**config.mk**
```make
export PLATFORM = sky130hd
export DESIGN_NAME = sim_uart_mmio
export DESIGN_NICKNAME = d
export VERILOG_FILES = /design/src/rtl/sim_uart_mmio.sv
export SDC_FILE = /design/constraint.sdc
export NUM_CORES = 1
export LEC_CHECK = 0
export CORE_MARGIN = 2
export CORE_UTILIZATION = 30
export CTS_CLUSTER_SIZE = 28
export DETAILED_ROUTE_END_ITERATION = 7
export REMOVE_ABC_BUFFERS = 1
export SKIP_CTS_REPAIR_TIMING = 1
export SLEW_MARGIN = 30
export SYNTH_ARGS = -nofsm -noshare
export SYNTH_HDL_FRONTEND = slang
export SYNTH_SLANG_ARGS = --single-unit
```
**constraint.sdc**
```tcl
create_clock -name clock -period 3.9 [get_ports clock]
set_input_delay 0.39 -clock clock [delete_from_list [all_inputs] [get_ports clock]]
set_output_delay 0.39 -clock clock [all_outputs]
set_load 0.01 [all_outputs]
```
**src/rtl/sim_uart_mmio.sv**
```systemverilog
// Memory-mapped console UART on a data-SRAM-style bus: stores at THR feed a TX FIFO that drains
// as io_uart_out pulses; the console is polled periodically for one RX byte held in RBR.
module sim_uart_mmio #(
    parameter logic [63:0] BASE_ADDR = 64'h1000_0000,
    parameter int unsigned TX_DEPTH  = 16,
    parameter int unsigned TX_GAP    = 0,
    parameter int unsigned RX_POLL   = 1000
) (
    input  logic        clock,
    input  logic        reset,
    input  logic        en,
    input  logic [7:0]  we,
    input  logic [63:0] addr,
    input  logic [63:0] wdata,
    output logic [63:0] rdata,
    output logic        io_uart_out_valid,
    output logic [7:0]  io_uart_out_ch,
    output logic        io_uart_in_valid,
    input  logic [7:0]  io_uart_in_ch
);

    localparam int unsigned PtrW = $clog2(TX_DEPTH);
    localparam int unsigned GapW = (TX_GAP > 0) ? $clog2(TX_GAP + 1) : 1;
    localparam int unsigned RxW  = $clog2(RX_POLL + 1);

    logic [7:0]      fifo_q [TX_DEPTH];
    logic [PtrW-1:0] rd_ptr_q, wr_ptr_q;
    logic [PtrW:0]   count_q;
    logic [GapW-1:0] gap_q;
    logic [RxW-1:0]  rx_cnt_q;
    logic            dr_q, oe_q;
    logic [7:0]      rbr_q;

    logic       hit, rd_acc, push_req, push, pop, drop;
    logic       fifo_full, fifo_empty, temt, thre, poll_fire, rx_hit;
    logic [7:0] lsr;
    logic       unused_bits;

    assign hit        = en && (addr[63:3] == BASE_ADDR[63:3]);
    assign rd_acc     = hit && (we == 8'h00);
    assign push_req   = hit && we[0];
    assign fifo_full  = (count_q == (PtrW + 1)'(TX_DEPTH));
    assign fifo_empty = (count_q == '0);
    assign pop        = !fifo_empty && (gap_q == '0);
    // A full FIFO still accepts a byte when the head leaves on the same edge.
    assign push       = push_req && (!fifo_full || pop);
    assign drop       = push_req && fifo_full && !pop;
    assign thre       = !fifo_full;
    assign temt       = fifo_empty && (gap_q == '0);
    assign lsr        = {1'b0, temt, thre, 3'b000, oe_q, dr_q};
    assign poll_fire  = !dr_q && (rx_cnt_q == RxW'(1));
    assign rx_hit     = io_uart_in_valid && (io_uart_in_ch != 8'hFF);
    assign unused_bits = ^{addr[2:0], wdata[63:8]};

    always_ff @(posedge clock) begin
        if (push) begin
            fifo_q[wr_ptr_q] <= wdata[7:0];
        end
    end

    always_ff @(posedge clock) begin
        if (reset) begin
            rdata             <= '0;
            io_uart_out_valid <= 1'b0;
            io_uart_out_ch    <= 8'h00;
            io_uart_in_valid  <= 1'b0;
            rd_ptr_q          <= '0;
            wr_ptr_q          <= '0;
            count_q           <= '0;
            gap_q             <= '0;
            rx_cnt_q          <= RxW'(RX_POLL);
            dr_q              <= 1'b0;
            oe_q              <= 1'b0;
            rbr_q             <= 8'h00;
        end else begin
            rdata <= rd_acc ? {16'h0000, lsr, 32'h0000_0000, rbr_q} : '0;

            if (push) begin
                wr_ptr_q <= wr_ptr_q + PtrW'(1);
            end

            if (pop) begin
                rd_ptr_q          <= rd_ptr_q + PtrW'(1);
                io_uart_out_ch    <= fifo_q[rd_ptr_q];
                io_uart_out_valid <= 1'b1;
                gap_q             <= GapW'(TX_GAP);
            end else begin
                io_uart_out_valid <= 1'b0;
                if (gap_q != '0) begin
                    gap_q <= gap_q - GapW'(1);
                end
            end

            if (push && !pop) begin
                count_q <= count_q + (PtrW + 1)'(1);
            end else if (pop && !push) begin
                count_q <= count_q - (PtrW + 1)'(1);
            end

            if (drop) begin
                oe_q <= 1'b1;
            end else if (rd_acc) begin
                oe_q <= 1'b0;
            end

            io_uart_in_valid <= poll_fire;

            // A poll result landing on the same edge as a clearing read keeps DR set.
            if (rx_hit) begin
                rbr_q <= io_uart_in_ch;
                dr_q  <= 1'b1;
            end else if (rd_acc) begin
                dr_q <= 1'b0;
            end

            if (dr_q || rx_hit || poll_fire) begin
                rx_cnt_q <= RxW'(RX_POLL);
            end else if (rx_cnt_q != '0) begin
                rx_cnt_q <= rx_cnt_q - RxW'(1);
            end
        end
    end

endmodule

```
==> impl_metrics.toml, run 1 <==
[min_path]
hold_path.class = "flip-flop to flip-flop"

[flow_run]
drv_cap = 0

[clock_tree]
clk_path_buf_depth = 2
clkLatencyLatePin_ps = 420
cts.sinks = 184
htreeDepth = 4
clk_pin_slew_worst_paths_ps = 70
root_buffer = "clkbuf_16"
cts_tree = "yes"
cts_buffers = 17

[run_status]
outcome = "finished clean"

[power_and_ir_drop]
powerDensity_nw_per_um2 = 480
power_w = 0.00463
max-vdd-ir-drop_v = 0.000331
p_leak_nw = 3.35

[worst_setup_path]
worstPathArrival_ps = 3810
endpoint_kind = "flip-flop"
critPathRequiredTime_ps = 4210
start_kind = "primary input"
crit_fanout = 2
critPathKind = "primary input to flip-flop"

[finish]
antenna_cells = 0
synthToLayoutAreaGrowth_pct = 24.6
fin_cells = 1000
drive_above_1_share_pct = 12.5
fin_area_um2 = 9640
final_cell_mix = "edfxtp_1 (128), clkdlybuf4s50_1 (109), dfxtp_1 (55), conb_1 (53), nor2_1 (40)"
final_net_count = 817
layout_commonest_cell = "edfxtp_1"

[synth]
synth_ff_type = "edfxtp_1"
synth_cells = 536
synth_cell_types = 46
async_reset_ff_share_pct = 0
ys.warnings.count = 0
synth_edf_count = 128
netlist_area_um2 = 7740
ys_seq_area_share_pct = 64.2
syn_avg_cell_area_um2 = 14.4
ys_ff_latch = 184

[detailed_routing]
wirelength_met1_um = 6450
dr_wl_met2_um = 8000
avgViaCountPerCell = 4.57
dr.pass1.iters = 4
ant_nets = 0
routed_wl_um = 15800
top_layer = "met4"
vias = 4568
drc = 0
wl_per_cell_um = 15.8
drt_iter0_drc = 286
wl_met3_um = 1160

[placement]
dpl_cell_area_um2 = 9080
gp_congestion = 0.714
place_inst = 968
dp_hpwl_um = 10900
port_buffers = 109

[sta]
setup_viol = 0
fin_crit_sh_pct = 89.6
finalCriticalPeriod_ps = 3500
slew_headroom_pct = 49.4
drv_slew = 0
timing_hold_violations_final = 0
tightest_slew_ps = 757
tns_ps = 0
clock_skew_ps = 10.2
grt_setup_unrepaired = "no"
fmax_mhz = 286

[global_route]
grtUsageTotal_pct = 12.1
antenna_found_initial = 0
grt_max_degree = 36
grt_pass1_vias = 4587
grt_overflow = 0
grt_pass1_wl_um = 24400

[die]
die_h_um = 165
ios = 221
die_area_um2 = 27100
die_width_um = 165
coreArea_um2 = 25300
rows = 58
initial_core_util_pct = 30.6
==> registers in the layout, indices dropped and copies added, names as in the netlist, 4 cells and up <==
register / flops
wr_ptr_q: 4
rdata: 12
rx_cnt_q: 10
count_q: 5
io_uart_out_ch: 8
fifo_q: 128
rd_ptr_q: 4
rbr_q: 8
==> layer usage <==
layer  up-vias  track usage, %
li1       2165               -
met1      2202            15.1
met2       189            20.9
met3        12            2.94
met4         0            3.48
met5         -               0
==> metrics by stage <==
stage	hold slack (ps)	worst slack, ps	util, %
2_1_floorplan	423	239	-
3_3_place_gp	433	-28.8	35.9
3_5_place_dp	440	-30.1	35.9
4_1_cts	457	418	38.1
5_1_grt	481	198	38.2
6_report	455	405	38.2
==> logic make-up after synthesis <==
kind of cell	after synthesis	synth area share, %
AO/OA/AOI/OAI	59	4.85
adder cells (fa/ha/maj)	13	2.20
other	1	0.0485
AND/OR/NAND/NOR	139	9.87
buffers and inverters	86	6.84
multiplexers	44	10.9
XOR/XNOR	10	1.13
flip-flops	184	64.2
==> where the power goes <==
group          total [W]  internal (W)  switching [W]
logic           0.000841      0.000444       0.000397
registers        0.00219       0.00215      0.0000433
clock network    0.00160      0.000890       0.000707
==> worst paths after layout <==
path / startpoint / endpoint / slack (ps) / cells after the start
worst max-delay path: addr[20] / count_q[4] / 400 / 14
worst min-delay path: rbr_q[4] / rdata[4] / 450 / 1
worst max register to register: count_q[0] / count_q[4] / 590 / 13
worst min register to register: rbr_q[4] / rdata[4] / 450 / 1
==> cells in the mapped netlist (2+ instances only) <==
cell | count | area (um2)
ha_1 | 12 | 150
nor2b_1 | 4 | 25.0
mux4_2 | 32 | 721
clkbuf_1 | 14 | 52.6
buf_4 | 53 | 398
and3_1 | 18 | 113
or4_1 | 3 | 22.5
o21ai_0 | 7 | 35.0
nor3_1 | 3 | 15.0
dfxtp_1 | 56 | 1120
nand4_1 | 8 | 50.1
and2_1 | 14 | 87.6
nand2_1 | 10 | 37.5
buf_2 | 4 | 20.0
nor2_1 | 40 | 150
xnor2_1 | 5 | 43.8
mux2i_1 | 11 | 110
a21boi_0 | 9 | 67.6
inv_1 | 11 | 41.3
a22oi_1 | 16 | 120
nand3_1 | 9 | 45.0
or3_1 | 2 | 12.5
clkbuf_2 | 2 | 10.0
o31ai_1 | 2 | 15.0
nor4_1 | 19 | 119
xor2_1 | 5 | 43.8
edfxtp_1 | 128 | 3840
a21oi_1 | 21 | 105
==> critical path, stage by stage <==
cell and delay, ps:
clkdlybuf4s50_1 430, nor4_1 310, nand4_1 170, or4_1 610
nor2_1 140, buf_4 140, ha_1 160, inv_1 60
ha_1 280, nor2b_1 130, o21a_1 170, or3_1 300
a21oi_1 170, mux2_2 350
==> layout make-up <==
| cell class | instances | area [um2] |
|---|---|---|
| multi-input cells | 318 | 2440 |
| well taps | 330 | 413 |
| fillers | 2383 | 15600 |
| clock inverters | 10 | 70.1 |
| repair buffers | 124 | 1220 |
| inverters | 12 | 45.0 |
| clock buffers | 22 | 485 |
| flip-flops and latches | 184 | 4970 |
Power figures use the tool's default switching activity.
==> run 2, diff against run 1 <==
- CAP_MARGIN: default -> 10
==> results of run 2 <==
Same layout as run 1: the final DEF is identical, and so are final timing and power.
==> run 3, diff against run 2 <==
- clock period: 3.9 -> 3.4 ns (I/O delays scaled with it)
==> run 3 against run 2 <==
- combinational power increased by 16%
- highest routed layer unchanged
- non-clock buffer count increased by 20
- critical endpoint unchanged
- power increased by 20%
==> impl_metrics.toml, run 3 (synthesis results as in run 1) <==
[run_status]
outcome = "finished clean"

[detailed_routing]
avgViaCountPerCell = 4.48
ant_nets = 0
drc = 0
wl_per_cell_um = 15.4
drt_iter0_drc = 294
routed_wl_um = 15700
vias = 4572
dr.pass1.iters = 4

[worst_setup_path]
crit_fanout = 2
crit_slowest_cell = "or4_4"
slowest_delay_ps = 590
worstPathArrival_ps = 3550
critPathKind = "primary input to flip-flop"
endpoint_kind = "flip-flop"
cpMostUsedCell = "ha_1"
start_kind = "primary input"
cp_cell_sequence = "clkdlybuf4s50_1 > nor4_1 > nand4_1 > or4_4 > nor2_4 > ha_1 > inv_1 > ha_1 > nor2b_1 > o21a_1 > or3_1 > a21oi_1 > mux2_2"
critPathRequiredTime_ps = 3720

[finish]
synthToLayoutAreaGrowth_pct = 27.9
fin_area_um2 = 9900
final_net_count = 837
reg_top3 = "fifo_q x128, rdata x12, rx_cnt_q x10"
antenna_cells = 0
regMostFlops = "fifo_q"
layout_commonest_cell = "edfxtp_1"
final_cell_mix = "edfxtp_1 (128), clkdlybuf4s50_1 (109), dfxtp_1 (55), conb_1 (53), nor2_1 (39)"
largest_register_ffs = 128
drive_above_1_share_pct = 16.1
fin_cells = 1020
final_core_utilization_pct = 39.2

[sta]
hold-worst-slack_ps = 450
setup_viol = 0
slew_headroom_pct = 50.5
fin_crit_sh_pct = 94.9
drv_slew = 0
tightest_slew_ps = 740
grt_setup_unrepaired = "no"
finalCriticalPeriod_ps = 3230
timing_hold_violations_final = 0
clock_skew_ps = 10.0
tns_ps = 0
fmax_mhz = 310

[global_route]
grt_max_degree = 36
antenna_found_initial = 0
grt_pass1_vias = 4534
grt_overflow = 0
grt_pass1_wl_um = 24200
grtUsageTotal_pct = 12.1

[clock_tree]
cts_buffers = 17
clk_pin_slew_worst_paths_ps = 70
cts_tree = "yes"
root_buffer = "clkbuf_16"
cts.sinks = 184
clk_path_buf_depth = 2
clkLatencyLatePin_ps = 430
htreeDepth = 4

[placement]
dp_hpwl_um = 11000
dpl_cell_area_um2 = 9230
gp_congestion = 0.752
place_inst = 988
port_buffers = 109

[power_and_ir_drop]
powerDensity_nw_per_um2 = 562
p_leak_nw = 3.49
max-vdd-ir-drop_v = 0.000376

[die]
die_h_um = 165
die_area_um2 = 27100
coreArea_um2 = 25300
rows = 58
initial_core_util_pct = 30.6
ios = 221
die_width_um = 165

[flow_run]
drv_cap = 0

[min_path]
hold_path.class = "flip-flop to flip-flop"
-- run 3: power by group --
part | total (W) | switching [W] | internal [W]
logic | 0.000974 | 0.000437 | 0.000536
clock network | 0.00205 | 0.000849 | 0.00120
registers | 0.00254 | 0.0000733 | 0.00246
-- run 3: final cells by class --
class | count | area (um2)
sequential | 184 | 4970
multi-input combinational | 318 | 2480
clock inverter | 9 | 95.1
tap | 330 | 413
timing repair buffer | 144 | 1370
fill | 2356 | 15400
clock buffer | 23 | 533
inverter | 12 | 45.0
-- run 3: worst paths after layout --
| path | from | to | slack (ps) | cells after the start |
|---|---|---|---|---|
| setup reg to reg | count_q[0] | count_q[4] | 470 | 12 |
| hold / removal | rbr_q[2] | rdata[2] | 450 | 1 |
| setup / recovery | addr[4] | count_q[4] | 170 | 13 |
| hold reg to reg | rbr_q[2] | rdata[2] | 450 | 1 |
-- run 3: routing by layer --
metal | vias to the layer above | track usage [%] | wire length (um)
met4 | 0 | 3.20 | 121
met3 | 10 | 3.84 | 961
li1 | 2204 | - | -
met2 | 153 | 20.7 | 7930
met1 | 2205 | 14.7 | 6660
met5 | - | 0 | 0
-- run 3: worst max-delay path, delay by kind of cell --
kind / cells / cell delay [ps]
AND/OR/NAND/NOR: 6 / 1620
AO/OA/AOI/OAI: 2 / 330
adder cells (fa/ha/maj): 2 / 450
multiplexers: 1 / 340
buffers and inverters: 2 / 470
-- run 3: per-stage QoR --
step	worst slack [ps]	power [W]
after floorplan	-211	0.00315
after global placement	-343	0.00357
after detailed placement	-419	0.00357
after CTS	33.2	0.00563
after global routing	12.0	0.00582
final	174	0.00556
